<file path="src/rtl/prbs9_checker_win_err_monitor.sv">
// ============================================================================
// prbs9_checker_win_err_monitor: counts errors per WIN-bit window, flags loss of lock
// Rev 1.0
// ============================================================================
`default_nettype none

module prbs9_checker_win_err_monitor #(
    parameter int WIN     = 128,
    parameter int ERR_THR = 16
) (
    input  wire logic clock,
    input  wire logic reset,
    input  wire logic i_step,
    input  wire logic i_err,
    input  wire logic i_clear_win,
    output logic      o_loss
);
    localparam int CNT_W = $clog2(WIN + 1);
    localparam int ERR_W = $clog2(ERR_THR + 1);

    logic [CNT_W-1:0] win_cnt_q, win_cnt_d;
    logic [ERR_W-1:0] win_err_q, win_err_d;

    // Combinational so the owning FSM can leave LOCKED on the offending step itself.
    assign o_loss = i_step & i_err & (win_err_q == ERR_W'(ERR_THR - 1));

    always_comb begin
        win_cnt_d = win_cnt_q;
        win_err_d = win_err_q;
        if (i_clear_win || o_loss) begin
            win_cnt_d = '0;
            win_err_d = '0;
        end else if (i_step) begin
            if (win_cnt_q == CNT_W'(WIN - 1)) begin
                win_cnt_d = '0;
                win_err_d = '0;
            end else begin
                win_cnt_d = win_cnt_q + 1'b1;
                if (i_err) begin
                    win_err_d = win_err_q + 1'b1;
                end
            end
        end
    end

    always_ff @(posedge clock or posedge reset) begin
        if (reset) begin
            win_cnt_q <= '0;
            win_err_q <= '0;
        end else begin
            win_cnt_q <= win_cnt_d;
            win_err_q <= win_err_d;
        end
    end

endmodule

`default_nettype wire

</file>
<file path="config.mk">
export PLATFORM = sky130hd
export DESIGN_NAME = prbs9_checker_win_err_monitor
export DESIGN_NICKNAME = d
export VERILOG_FILES = /design/src/rtl/prbs9_checker_win_err_monitor.sv
export SDC_FILE = /design/constraint.sdc
export NUM_CORES = 1
export LEC_CHECK = 0
export BUFFER_PORTS_ARGS = -buffer_cell sky130_fd_sc_hd__buf_2
export CORE_AREA = 2 2 39 41
export DETAILED_ROUTE_END_ITERATION = 8
export DIE_AREA = 0 0 41 43
export GPL_TIMING_DRIVEN = 1
export PLACE_DENSITY = 0.75
export SLEW_MARGIN = 10
export SYNTH_ARGS = -nofsm -noshare
export SYNTH_HDL_FRONTEND = slang
export SYNTH_SLANG_ARGS = --single-unit
export TNS_END_PERCENT = 30
</file>
<file path="constraint.sdc">
create_clock -name clock -period 5.4 [get_ports clock]
set_clock_uncertainty 0.1 [all_clocks]
set_input_delay 0.27 -clock clock [delete_from_list [all_inputs] [get_ports clock]]
set_output_delay 0.27 -clock clock [all_outputs]
set_load 0.1 [all_outputs]
</file>
After elaboration in Yosys (flattened, before gate mapping)
Cells that the tools add are included.

word-level totals
  flip-flop bits (word level) = 13

operators by class
  bitwise operators = 2
  muxes and demuxes = 7
  add/subtract/negate cells = 2
  equal/unequal tests = 2
  reductions and logical operators = 4

operator list
  cell                 number
  $mux 8               3
  $mux 5               4
  $add 8x1->8 const B  1
  $eq 8x7->1 const B   1
  $add 5x1->5 const B  1
  $eq 5x4->1 const B   1
  $reduce_bool 3->1    1
  $and 1x1->1          2
  $reduce_and 2->1     1
  $reduce_bool 2->1    1
  $logic_or 1x1->1     1

Longest topological paths before layout
  word-level depth = 5
  depth in mapped cells = 8
  mapped depth without buffers = 7

Worst setup path after synthesis
OpenSTA, ideal clock, no wires.

  kind = reg-to-reg
  from = register win_err_q[0]
  to = register win_cnt_q[2]
  buffers on the path = 1
  library setup time = 0.132 ns
  clock period less this slack = 2.502 ns
  required time = 5.168 ns
  setup slack = 2.898 ns
  arrival = 2.270 ns
  stages on the path, launching flop included = 9
  cell sequence = dfrtp_1 ha_1 and3_1 ha_1 and3_1 clkbuf_1 o21ai_0 a21oi_1 nor2_1

on the way
  word-level cells in the longest chain between the ends = 4

ends and longest elaborated chain
  element                                             RTL line  text
  start, declared                                     22        logic [ERR_W-1:0] win_err_q, win_err_d;
  start signal, assigned                              52        win_err_q <= win_err_d;
  $eq 5x4->1 (*)                                      25        assign o_loss = i_step & i_err & (win_err_q == ERR_W'(ERR_THR - 1));
  $and 1x1->1 (*)                                     25
  named net o_loss                                    16        output logic o_loss
  $logic_or 1x1->1 (*)                                30        if (i_clear_win || o_loss) begin
  $mux 8 / $reduce_bool 2->1 (equally long branches)  n/a
  end signal, assigned                                51        win_cnt_q <= win_cnt_d;
  end, declared                                       21        logic [CNT_W-1:0] win_cnt_q, win_cnt_d;

Mark *: on every way through the listed nets, which the timed path passes. The rest lies on a longest branch.
A chain may end at the register's enable or synchronous reset.

Worst setup path after layout
  from = register win_err_q[0]
  to = output o_loss

on the way
  word-level cells in the longest chain between the ends = 2

ends and longest elaborated chain
  element        RTL line
  $eq 5x4->1     25
  $and 1x1->1    25
  end, declared  16

Every way passes these cells.

==> qor.log <==
qor: run_status.result_of_the_run finished clean
qor: floorplanning.die_y 43 um
qor: place.hpwlAfterDp 1.08 mm
qor: synthesis.syn-num-nets 90
qor: sta.finalCriticalPeriod 2.26 ns
qor: routing.detail_route.iter0.violations 17
qor: power_and_ir_drop.power.static_leakage 0.380 nW
qor: setup_path.crit_required 5.03 ns
qor: routing.route.detailed.vias_per_inst 6.30
qor: clock_tree.worst_skew_pair.late_latency 0.28 ns
qor: sta.max_slew.worst_pin.slew 0.523 ns
qor: power_and_ir_drop.finalPower 0.000188 W
qor: sta.period_share 41.8%
qor: routing.post-route-drc-count 0
qor: clock_tree.cts.reportedPaths.clkPinSlew 0.08 ns
qor: setup_path.worstSetupStartpointType flop
qor: sta.final_hold_viol_count 0
qor: synthesis.postSynthRegisterBits 13
qor: clock_tree.cts_buffer_depth 2
qor: clock_tree.cts.repair_timing.setup_buffer_count 0
qor: routing.detail_route.wirelength 1.42 mm
qor: sta.fin_setup_tns 0 ns
qor: power_and_ir_drop.max-vdd-ir-drop 122 uV
qor: floorplanning.die_area 1760 um^2
qor: floorplanning.fp.coreArea 1380 um^2
qor: routing.detailroute.via_count 661
qor: global_route.grt_pass1_wl 2.66 mm
qor: setup_path.critical_path.endpoint_type primary output
qor: final_layout.drive_above_1_share 12.4%
qor: floorplanning.io-pin-count 6
qor: clock_tree.htreeDepth 1
qor: sta.hold_slack 0.177 ns
qor: routing.ant_nets 0
qor: final_layout.syn_to_final_growth 9.24%
qor: sta.slew_viols_final 0
qor: sta.slew-limit-headroom 64.6%
qor: synthesis.synthesis.area 744 um^2
qor: synthesis.yosys_warnings 0
qor: run.max-cap-violations 0
qor: global_route.grt_pass1_vias 631
qor: sta.timing.fmax 443 MHz
qor: global_route.antenna_found_initial 0
qor: clock_tree.clock_sinks 13
qor: global_route.overflow 0
qor: min_path.hold_path.class in2reg
qor: global_route.global_route.usage.total 22.4%
qor: sta.rsz0062_at_grt no
qor: floorplanning.std_cell_rows 14
qor: synthesis.synth_cells 82
qor: floorplanning.floorplan.die.width 41 um
qor: synthesis.yosysUniqueCellTypes 31
qor: setup_path.cp.arrival 1.89 ns
qor: clock_tree.cts_buffer_count 3
qor: clock_tree.tritoncts yes
qor: routing.detailedRoute.firstPassIterationCount 4
qor: place.replace_congestion 0.797
qor: synthesis.synth_top_area_share 43.7%
qor: sta.finalSetupViolations 0
qor: synthesis.syn-mean-instance-area 9.08 um^2
qor: clock_tree.cts-root-buf sky130_fd_sc_hd__clkbuf_4
qor: setup_path.critPathMaxFanout 5
qor: routing.detail_route.wl_per_cell 13.5 um
qor: synthesis.yosys.area.top_type sky130_fd_sc_hd__dfrtp_1
qor: synthesis.synth_seq_area_share 43.7%
qor: power_and_ir_drop.powerDensity 231 nW/um^2
qor: final_layout.layout_commonest_cell sky130_fd_sc_hd__dfrtp_1
qor: floorplanning.start_util 53.8%
qor: synthesis.ys_top_cells_by_area sky130_fd_sc_hd__dfrtp_1 44%, sky130_fd_sc_hd__ha_1 5.0%, sky130_fd_sc_hd__nand2_1 5.0%, sky130_fd_sc_hd__nor3_1 4.0%, sky130_fd_sc_hd__nand3_1 3.4%
qor: clock_tree.cts-resized-gates 0
qor: final_layout.n_antenna_cell 0
qor: place.placement.io_buffers 5
qor: setup_path.criticalPathCategory reg2out
qor: global_route.grt_start_max_net_pins 14
qor: final_layout.mostFrequentLayoutCells 13 x sky130_fd_sc_hd__dfrtp_1, 10 x sky130_fd_sc_hd__nand2_1, 6 x sky130_fd_sc_hd__inv_1, 6 x sky130_fd_sc_hd__nor3_1
qor: final_layout.final_net_count 98
## path summary, 6_finish.rpt
check	cells past startpoint	endpoint	startpoint	slack, ns
worst min register to register	2	win_err_q[4]$_DFFE_PP0P_	win_err_q[4]$_DFFE_PP0P_	0.39
worst max register to register	7	win_err_q[3]$_DFFE_PP0P_	win_err_q[0]$_DFFE_PP0P_	3.32
worst min-delay path	2	win_cnt_q[2]$_DFFE_PP0P_	i_clear_win	0.18
max in group asynchronous	3	win_err_q[0]$_DFFE_PP0P_	reset	4.43
worst max-delay path	5	o_loss	win_err_q[0]$_DFFE_PP0P_	3.14
min in group asynchronous	3	win_cnt_q[5]$_DFFE_PP0P_	reset	0.44
## report_power, final
part / internal (W) / switching (W)
clock: 0.0000287 / 0.0000322
sequential: 0.000102 / 0.00000396
combinational: 0.00000824 / 0.0000130
## critical path, cell delays in order (launching register included)
cell and delay, ns:
sky130_fd_sc_hd__dfrtp_1 0.38, sky130_fd_sc_hd__ha_1 0.19, sky130_fd_sc_hd__and3_1 0.17, sky130_fd_sc_hd__ha_1 0.17, sky130_fd_sc_hd__and3_1 0.24, sky130_fd_sc_hd__buf_2 0.45
## per-layer routing
metal,track usage [%],vias up,share of wire (%)
met4,14.0,0,2.7
li1,-,319,-
met5,0,-,0
met2,31.9,16,47
met3,3.14,5,3.8
met1,30.7,321,46
## synth_stat cells, drive strengths merged
| cell | number |
|---|---|
| a211o | 1 |
| a21o | 2 |
| a21oi | 4 |
| a22o | 1 |
| a31oi | 1 |
| and3 | 3 |
| buf | 1 |
| clkbuf | 2 |
| dfrtp | 13 |
| ha | 3 |
| inv | 6 |
| mux2i | 1 |
| nand2 | 10 |
| nand3 | 5 |
| nand4 | 1 |
| nor2 | 5 |
| nor3 | 6 |
| nor3b | 1 |
| nor4 | 1 |
| o21ai | 4 |
| o21bai | 1 |
| o22ai | 1 |
| o2bb2ai | 1 |
| o311ai | 1 |
| o31a | 1 |
| o31ai | 2 |
| o32ai | 1 |
| o41a | 1 |
| or3 | 1 |
| xnor2 | 1 |
## stage by stage
stage / utilization (%) / instances / area, um^2 / setup WS, ns
6_report: 58.8 / 105 / 813 / 3.14
5_1_grt: 58.8 / 105 / 813 / 3.02
4_1_cts: 58.8 / 105 / 813 / 3.13
3_5_place_dp: 56.1 / 100 / 777 / 3.33
3_3_place_gp: 56.1 / 100 / 777 / 3.41
2_1_floorplan: - / 82 / 744 / 2.90
## cells by family after synthesis
kind of cell | Yosys count | share of synthesized area [%]
compound gates | 22 | 22.2
fa+ha+maj | 3 | 5.04
mux | 1 | 1.34
xor+xnor | 1 | 1.18
simple gates | 33 | 21.9
buf+inv | 9 | 4.71
flops | 13 | 43.7
## what timing repair did
action                                 4_1_cts  5_1_grt
hold buffers                                 1        0
endpoints found under the hold margin       13        0
setup endpoints to repair                    0        0
## state kept, by name, summed over array words and instances (netlist names)
name       flops
win_cnt_q      8
win_err_q      5
## cell type report
cell class,instances,area (um^2)
Fill cell,120,571
Multi-Input combinational cell,60,384
Sequential cell,13,325
Timing Repair Buffer,6,35.0
Clock buffer,4,26.3
Inverter,6,22.5
Tap cell,16,20.0
(Power assumes the default switching activity.)
